**config.mk**
```make
export PLATFORM = sky130hd
export DESIGN_NAME = ppu_pixel_out
export DESIGN_NICKNAME = d
export VERILOG_FILES = /design/src/rtl/ppu_pixel_out.sv
export SDC_FILE = /design/constraint.sdc
export NUM_CORES = 1
export LEC_CHECK = 0
export BUFFER_PORTS_ARGS = -buffer_cell sky130_fd_sc_hd__buf_2
export CAP_MARGIN = 20
export CORE_MARGIN = 2
export CORE_UTILIZATION = 45
export DETAILED_ROUTE_END_ITERATION = 12
export GPL_TIMING_DRIVEN = 0
export PLACE_DENSITY = 0.67
export RECOVER_POWER = 25
export SKIP_LAST_GASP = 1
export SYNTH_ARGS = -nofsm -noshare
export SYNTH_HDL_FRONTEND = slang
export SYNTH_SLANG_ARGS = --single-unit
```
**constraint.sdc**
```tcl
create_clock -name clk -period 2.35 [get_ports clk]
set_input_delay 0.5875 -clock clk [delete_from_list [all_inputs] [get_ports clk]]
set_output_delay 0.5875 -clock clk [all_outputs]
set_load 0.05 [all_outputs]
```
**src/rtl/ppu_pixel_out.sv**
```systemverilog
// Final PPU pixel stage: takes 2bpp tile rows, drops fine-scroll pixels,
// maps indices through BGP and emits 160x144 frames with hs/vs pulses.
module ppu_pixel_out #(
  parameter int unsigned LINE_PIXELS = 160,
  parameter int unsigned FRAME_LINES = 144
) (
  input  logic       clk,
  input  logic       rst,
  input  logic       frame_start,
  input  logic       line_start,
  input  logic [2:0] scx_fine,
  input  logic [7:0] bgp,
  input  logic [7:0] tile_lo,
  input  logic [7:0] tile_hi,
  input  logic       tile_valid,
  output logic       tile_ready,
  output logic       ppu_vs,
  output logic       ppu_hs,
  output logic       ppu_de,
  output logic [1:0] ppu_color,
  output logic       busy,
  output logic [7:0] ly
);

  typedef enum logic [1:0] {
    S_IDLE,
    S_DISCARD,
    S_ACTIVE,
    S_ENDLINE
  } state_t;

  state_t     state, state_d;
  logic [7:0] sh_lo, sh_hi, lo_d, hi_d;
  logic [3:0] cnt, cnt_d;
  logic [7:0] px, px_d;
  logic [2:0] disc, disc_d;
  logic [7:0] ly_d;
  logic       vs_d, hs_d, de_d;
  logic [1:0] color_d;
  logic [1:0] idx;

  logic discarding, deq, emit, last, load;

  assign busy       = (state == S_DISCARD) || (state == S_ACTIVE);
  assign discarding = (state == S_DISCARD) && (disc != 3'd0);
  assign deq        = busy && (cnt != 4'd0);
  assign emit       = deq && !discarding;
  assign last       = emit && (px == 8'(LINE_PIXELS - 1));
  // A tile taken alongside the final pixel, or while a frame restart
  // flushes the register, would be thrown away, so no offer is accepted then.
  assign tile_ready = busy && !frame_start && !last &&
                      ((cnt == 4'd0) || ((cnt == 4'd1) && deq));
  assign load       = tile_ready && tile_valid;
  assign idx        = {sh_hi[7], sh_lo[7]};

  always_comb begin
    state_d = state;
    lo_d    = sh_lo;
    hi_d    = sh_hi;
    cnt_d   = cnt;
    px_d    = px;
    disc_d  = disc;
    ly_d    = ly;
    vs_d    = 1'b0;
    hs_d    = 1'b0;
    de_d    = 1'b0;
    color_d = ppu_color;

    unique case (state)
      S_IDLE: begin
        if (line_start && (ly < 8'(FRAME_LINES))) begin
          state_d = S_DISCARD;
          disc_d  = scx_fine;
          px_d    = '0;
        end
      end
      S_DISCARD, S_ACTIVE: begin
        if (deq) begin
          lo_d  = {sh_lo[6:0], 1'b0};
          hi_d  = {sh_hi[6:0], 1'b0};
          cnt_d = cnt - 4'd1;
          if (discarding) begin
            disc_d = disc - 3'd1;
          end else begin
            de_d    = 1'b1;
            color_d = bgp[{idx, 1'b1} -: 2];
            px_d    = px + 8'd1;
          end
        end
        if (load) begin
          lo_d  = tile_lo;
          hi_d  = tile_hi;
          cnt_d = 4'd8;
        end
        if ((state == S_DISCARD) && !discarding) state_d = S_ACTIVE;
        if (last) state_d = S_ENDLINE;
      end
      S_ENDLINE: begin
        hs_d    = 1'b1;
        cnt_d   = '0;
        ly_d    = ly + 8'd1;
        state_d = S_IDLE;
      end
      default: state_d = S_IDLE;
    endcase

    // Frame restart overrides everything, but a coincident line_start
    // still opens line 0.
    if (frame_start) begin
      vs_d    = 1'b1;
      hs_d    = 1'b0;
      de_d    = 1'b0;
      ly_d    = '0;
      cnt_d   = '0;
      px_d    = '0;
      state_d = S_IDLE;
      if (line_start) begin
        state_d = S_DISCARD;
        disc_d  = scx_fine;
      end
    end
  end

  always_ff @(posedge clk) begin
    if (rst) begin
      state     <= S_IDLE;
      sh_lo     <= '0;
      sh_hi     <= '0;
      cnt       <= '0;
      px        <= '0;
      disc      <= '0;
      ly        <= '0;
      ppu_vs    <= 1'b0;
      ppu_hs    <= 1'b0;
      ppu_de    <= 1'b0;
      ppu_color <= '0;
    end else begin
      state     <= state_d;
      sh_lo     <= lo_d;
      sh_hi     <= hi_d;
      cnt       <= cnt_d;
      px        <= px_d;
      disc      <= disc_d;
      ly        <= ly_d;
      ppu_vs    <= vs_d;
      ppu_hs    <= hs_d;
      ppu_de    <= de_d;
      ppu_color <= color_d;
    end
  end

endmodule

```
* Word-level counts from Yosys, hierarchy flattened *
Cells that the tools add are included.

storage, ports and cells
  bits of input ports = 32
  register bits after elaboration = 46
  word-level logic and storage cells = 88

operators by class
  equality and inequality tests = 11
  multiplexer cells = 26
  reduce and logical (&&, ||, !) cells = 31
  bitwise gates (word level) = 3
  $add $sub $neg = 4
  shift-type cells = 1
  order comparisons = 1

operator list
  kind                                            number
  2-to-1 mux 8 bit                                7
  adder 8 x 1 -> 8 bit (second input constant)    2
  one-hot mux 8 bit (2 select lines)              1
  2-to-1 mux 3 bit                                5
  logical AND 1 bit                               11
  indexed part select 9 x 4 -> 2 bit              1
  == test 8 bit (second input constant)           1
  < comparator 8 bit (second input constant)      1
  2-to-1 mux 2 bit                                4
  2-to-1 mux 4 bit                                2
  one-hot mux 4 bit (2 select lines)              1
  != test 2 bit (second input constant)           3
  != test 3 bit (second input constant)           2
  one-hot mux 2 bit (3 select lines)              1
  one-hot mux 3 bit (2 select lines)              1
  AND reduction 2 bit                             3
  nonzero test 2 bit                              3
  == test 2 bit (second input constant)           2
  == test 4 x 1 -> 1 bit (second input constant)  1
  zero test 4 bit                                 1
  2-to-1 mux 1 bit                                4
  != test 4 bit (second input constant)           1
  AND reduction 4 bit                             1
  nonzero test 4 bit                              1
  11 further kinds                                17

* Logic depth before layout (Yosys ltp) *
  word-level depth = 11
  gate-level depth with buffers = 10
  mapped depth without buffers = 7

* Worst setup path before layout *
No wires, ideal clock.

  path kind = flip-flop to output port
  from = reg state[0]
  to = out tile_ready
  data arrival time = 2.240 ns
  setup slack = -0.478 ns
  path buffers = 0
  cell stages (with the launch flop) = 6
  cells stage by stage = dfxtp_1 -> inv_1 -> ha_1 -> nor4b_2 -> nand2_1 -> a31oi_1

on the way
  longest elaborated chain between the ends = 8

ends and longest elaborated chain
  element                                                  RTL line  RTL
  start: declaration                                       32        state_t state, state_d;
  start signal: assignment                                 138       state <= state_d;
  == test 2 x 1 -> 1 bit or == test 2 bit (tied branches)  44        assign busy = (state == S_DISCARD) || (state == S_ACTIVE);
  logical OR 1 bit (*)                                     44
  via busy                                                 21        output logic busy,
  logical AND 1 bit                                        46        assign deq = busy && (cnt != 4'd0);
  logical AND 1 bit                                        47        assign emit = deq && !discarding;
  logical AND 1 bit                                        48        assign last = emit && (px == 8'(LINE_PIXELS - 1));
  zero test 1 bit                                          51        assign tile_ready = busy && !frame_start && !last &&
  logical AND 1 bit                                        51
  logical AND 1 bit (*)                                    51
  end: declaration                                         16        output logic tile_ready,

The timed path passes the listed nets; every way through them passes the cells marked *.

* Final worst setup path *
  from = reg state[0]
  to = out tile_ready

on the way
  longest elaborated chain between the ends = 8

ends and longest elaborated chain
  element                                                  RTL line
  == test 2 x 1 -> 1 bit or == test 2 bit (tied branches)  44, 45
  logical OR 1 bit or logical AND 1 bit (tied branches)    44, 45
  logical AND 1 bit or zero test 1 bit (tied branches)     46, 47
  logical AND 1 bit                                        47
  logical AND 1 bit                                        48
  zero test 1 bit                                          51
  logical AND 1 bit                                        51
  logical AND 1 bit (*)                                    51

Every way passes the cells marked *; elsewhere a longest branch is shown, timed or not.

==> key figures <==
Layout
  – Final core utilization: 55.2%
  – Total Nets Final: 395
  – Layout cells sized above 1: 21.6%
  – Filler Cell Count: 529
  – Synth-to-layout area growth: 20.5%
  – N_diodes: 0
  – Fin cells: 424

STA
  – Fin Hold WS: 487 ps
  – Relative slew slack: 58.2%
  – Final Hold Vio Count: 0
  – Fin. max-slew vios: 0
  – Worst-Margin Slew: 627 ps
  – Final setup viols: 0
  – Unrepaired setup endpoints after global routing: true
  – Clock Skews: 6.66 ps
  – Final worst setup slack: 28.3 ps
  – Fin crit period: 2320 ps
  – Max Fclk: 0.431 GHz
  – Tcrit/Tclk final: 98.8%

Setup path
  – CP cell instances: inv_1, ha_4, nor4b_4, nand2_2, a31oi_4, buf_6
  – Worst path max stage delay: 330 ps
  – R2r setup slk: 140 ps
  – Reg2reg path depth: 8
  – Reg2reg start: cnt[1]
  – Worst path depth: 6
  – Critical path's slowest cell: dfxtp_2
  – Crit path kind: reg -> out
  – Critical Path AT: 1730 ps
  – Endpoint type of the worst setup path: output pin
  – R2r endpoint: sh_lo[2]
  – Critical path required time: 1760 ps
  – Launch point of the critical path: state[0]
  – CP Launch Type: flip-flop
  – CP delay by family, top: simple AND/OR/NAND/NOR gates
  – CP Buf/Inv Count: 2
  – Crit Path Max Fanout: 5

Placed design
  – Final GP Congestion: 0.830
  – Worst slack, placed: -240 ps
  – Placed insts: 411
  – Port Buffers: 46
  – Detailed Place HPWL: 4240 um

Floorplanning
  – Core area: 5410 um^2
  – Die Span X: 78.2 um
  – Die area: 6110 um^2
  – Starting Density: 45.8%
  – Rows: 27
  – I/O pin cnt: 47
  – Die height: 78.2 um

Detailed routing
  – WL/cell: 13.7 um
  – Antenna Violating Nets Remaining: 0
  – First drt pass iteration count: 5
  – Vias per Instance: 5.49
  – Residual DRC: 0
  – Total number of vias: 2326
  – Initial drt markers: 109
  – DRT Wirelength: 5800 um

Power
  – Power Dens Cells: 622 nW/um^2
  – Int Pwr: 1.25 mW
  – Clock power share: 25.4%
  – Switching power: 0.604 mW
  – P_leak: 1.11 nW
  – Comb pwr share: 27.7%
  – Worst VDD drop: 0.306 mV
  – Sw frac: 32.5%
  – Flop pwr share: 47.0%

GRT
  – First-pass GRT wire length: 9680 um
  – Total gr overflow: 0
  – Largest net degree at the start of global routing: 14
  – Gr usage total: 19.5%
  – Vias in the first global route: 2179
  – Antenna violations before repair: 0

Clocking
  – CTS tree: yes
  – CTS clk-pin slew, worst paths: 90 ps
  – Clock sink total: 46
  – Latest clock arrival within the worst-skew pair: 300 ps
  – Clock Root Buffer: clkbuf_8
  – # H-tree levels: 2
  – Post-CTS Hold Fix Bufs: 0
  – Longest Clk Path Bufs: 2
  – CTS buffer count: 5

Worst hold path
  – Worst hold stages: 2
  – HP Start: px[0]
  – Hold Path End: px[0]
  – Worst hold path type: reg -> reg

Run status
  – Status: complete, no violations

Logic synthesis
  – Share of the synthesized area in the top cell type: 37.2%
  – Commonest cells post-synth: nor2_1, dfxtp_1, nor3_1
  – Async set-reset flop share out of synthesis: 0%
  – Cell taking the most area after synthesis: dfxtp_1
  – Synth Register Bits: 46
  – Synth Flop Type: dfxtp_1
  – Mean area per synthesized cell: 8.46 um^2
  – Most common cell in the netlist: nor2_1
  – Top post-synthesis cells by area: dfxtp_1, nor2_1, ha_1
  – Number of synthesized flops with an enable pin: 0
  – Synth Net Count: 336
  – YS warnings: 0
  – Post-synthesis sequential area ratio: 37.2%
  – Post-synth cell types: 53
  – Post-synthesis cell count: 293
  – Netlist Area Pre-Place: 2480 um^2

Flow run
  – Maxcap violations: 0
## layout make-up
cell class / instances / area (um^2) / share of cell area, %
Clock buffer: 6 / 72.6 / 2.43
Multi-Input combinational cell: 222 / 1490 / 49.8
Sequential cell: 46 / 925 / 31.0
Timing Repair Buffer: 53 / 274 / 9.18
Buffer: 15 / 95.1 / 3.19
Tap cell: 72 / 90.1 / 3.02
Clock inverter: 1 / 7.51 / 0.252
Inverter: 9 / 33.8 / 1.13
## per-stage QoR
step	power, mW	instance area, um^2	setup TNS [ps]
2_1_floorplan	1.24	2490	0
3_3_place_gp	1.35	2820	-578
3_5_place_dp	1.36	2820	-1540
4_1_cts	1.86	2970	0
5_1_grt	1.96	2980	-42.2
6_report	1.86	2980	0
## cell families after synthesis
logic type	after synthesis	share of synthesized area (%)
AOI/OAI and AO/OA	51	15.2
and+or+nand+nor	143	29.3
muxes	9	4.75
buffers and inverters	25	5.25
DFF	46	37.2
adders and majority gates	11	5.56
xor gates and xnor gates	8	2.83
## layout by cell type, fill, tap and decap left out, types with 4 or more instances in the layout
cell type and n:
dfxtp_1 43, nand4_1 4, buf_2 34, nor3_1 22, a22oi_1 4, buf_4 10, or3_1 5, nor4_1 15
a21oi_1 9, xor2_1 5, inv_1 8, nand3_1 8, clkbuf_8 5, and3_1 4, nor2b_1 5, o211ai_1 5
mux2i_1 5, nand2_1 15, nor2_1 49, buf_6 4, clkbuf_1 19, ha_1 10, o21ai_0 12
## worst max path at each step
| stage | to |
|---|---|
| 5_1_grt | tile_ready |
| 6_report | tile_ready |
| 4_1_cts | tile_ready |
| 2_1_floorplan | tile_ready |
| 3_3_place_gp | sh_lo[2] |
| 3_5_place_dp | sh_lo[2] |
## power groups by stage
stage          sequential, mW  combinational, mW  clock, mW
4_1_cts                 0.870              0.498      0.493
2_1_floorplan           0.891              0.349          0
6_report                0.872              0.513      0.471
5_1_grt                 0.879              0.563      0.520
3_5_place_dp            0.888              0.468          0
3_3_place_gp            0.886              0.462          0
## flip-flops by register name, indices dropped and copies added, names as in the netlist, 2 cells and up
name and flops:
disc 3, sh_lo 8, px 8, sh_hi 8
state 2, cnt 4, ly 8, ppu_color 2
## timing repair
action / in CTS / in global routing
pin swaps: 3 / 2
endpoints found under the hold margin: 0 / 0
gates resized for setup: 11 / 2
buffers inserted: 4 / 3
endpoints found under the setup margin: 15 / 6
gates cloned: 0 / 0
## routing by layer
metal / wire [um] / global-route usage [%] / share of wire, % / up-vias
met2: 2770 / 32.8 / 48 / 57
li1: - / - / - / 1174
met4: 79 / 6.67 / 1.4 / 0
met3: 219 / 3.22 / 3.8 / 9
met1: 2730 / 25.3 / 47 / 1086
met5: 0 / 0 / 0 / -
## worst reg2reg max path, cell delays in order (launching register included)
cell and delay, ps:
dfxtp_1 370, inv_1 90, ha_1 210, nor3b_4 180
a211o_1 390, o21ai_4 300, buf_4 240, nor2_1 60
nor4_1 290
Note: power is estimated with default switching activity, not from simulation.
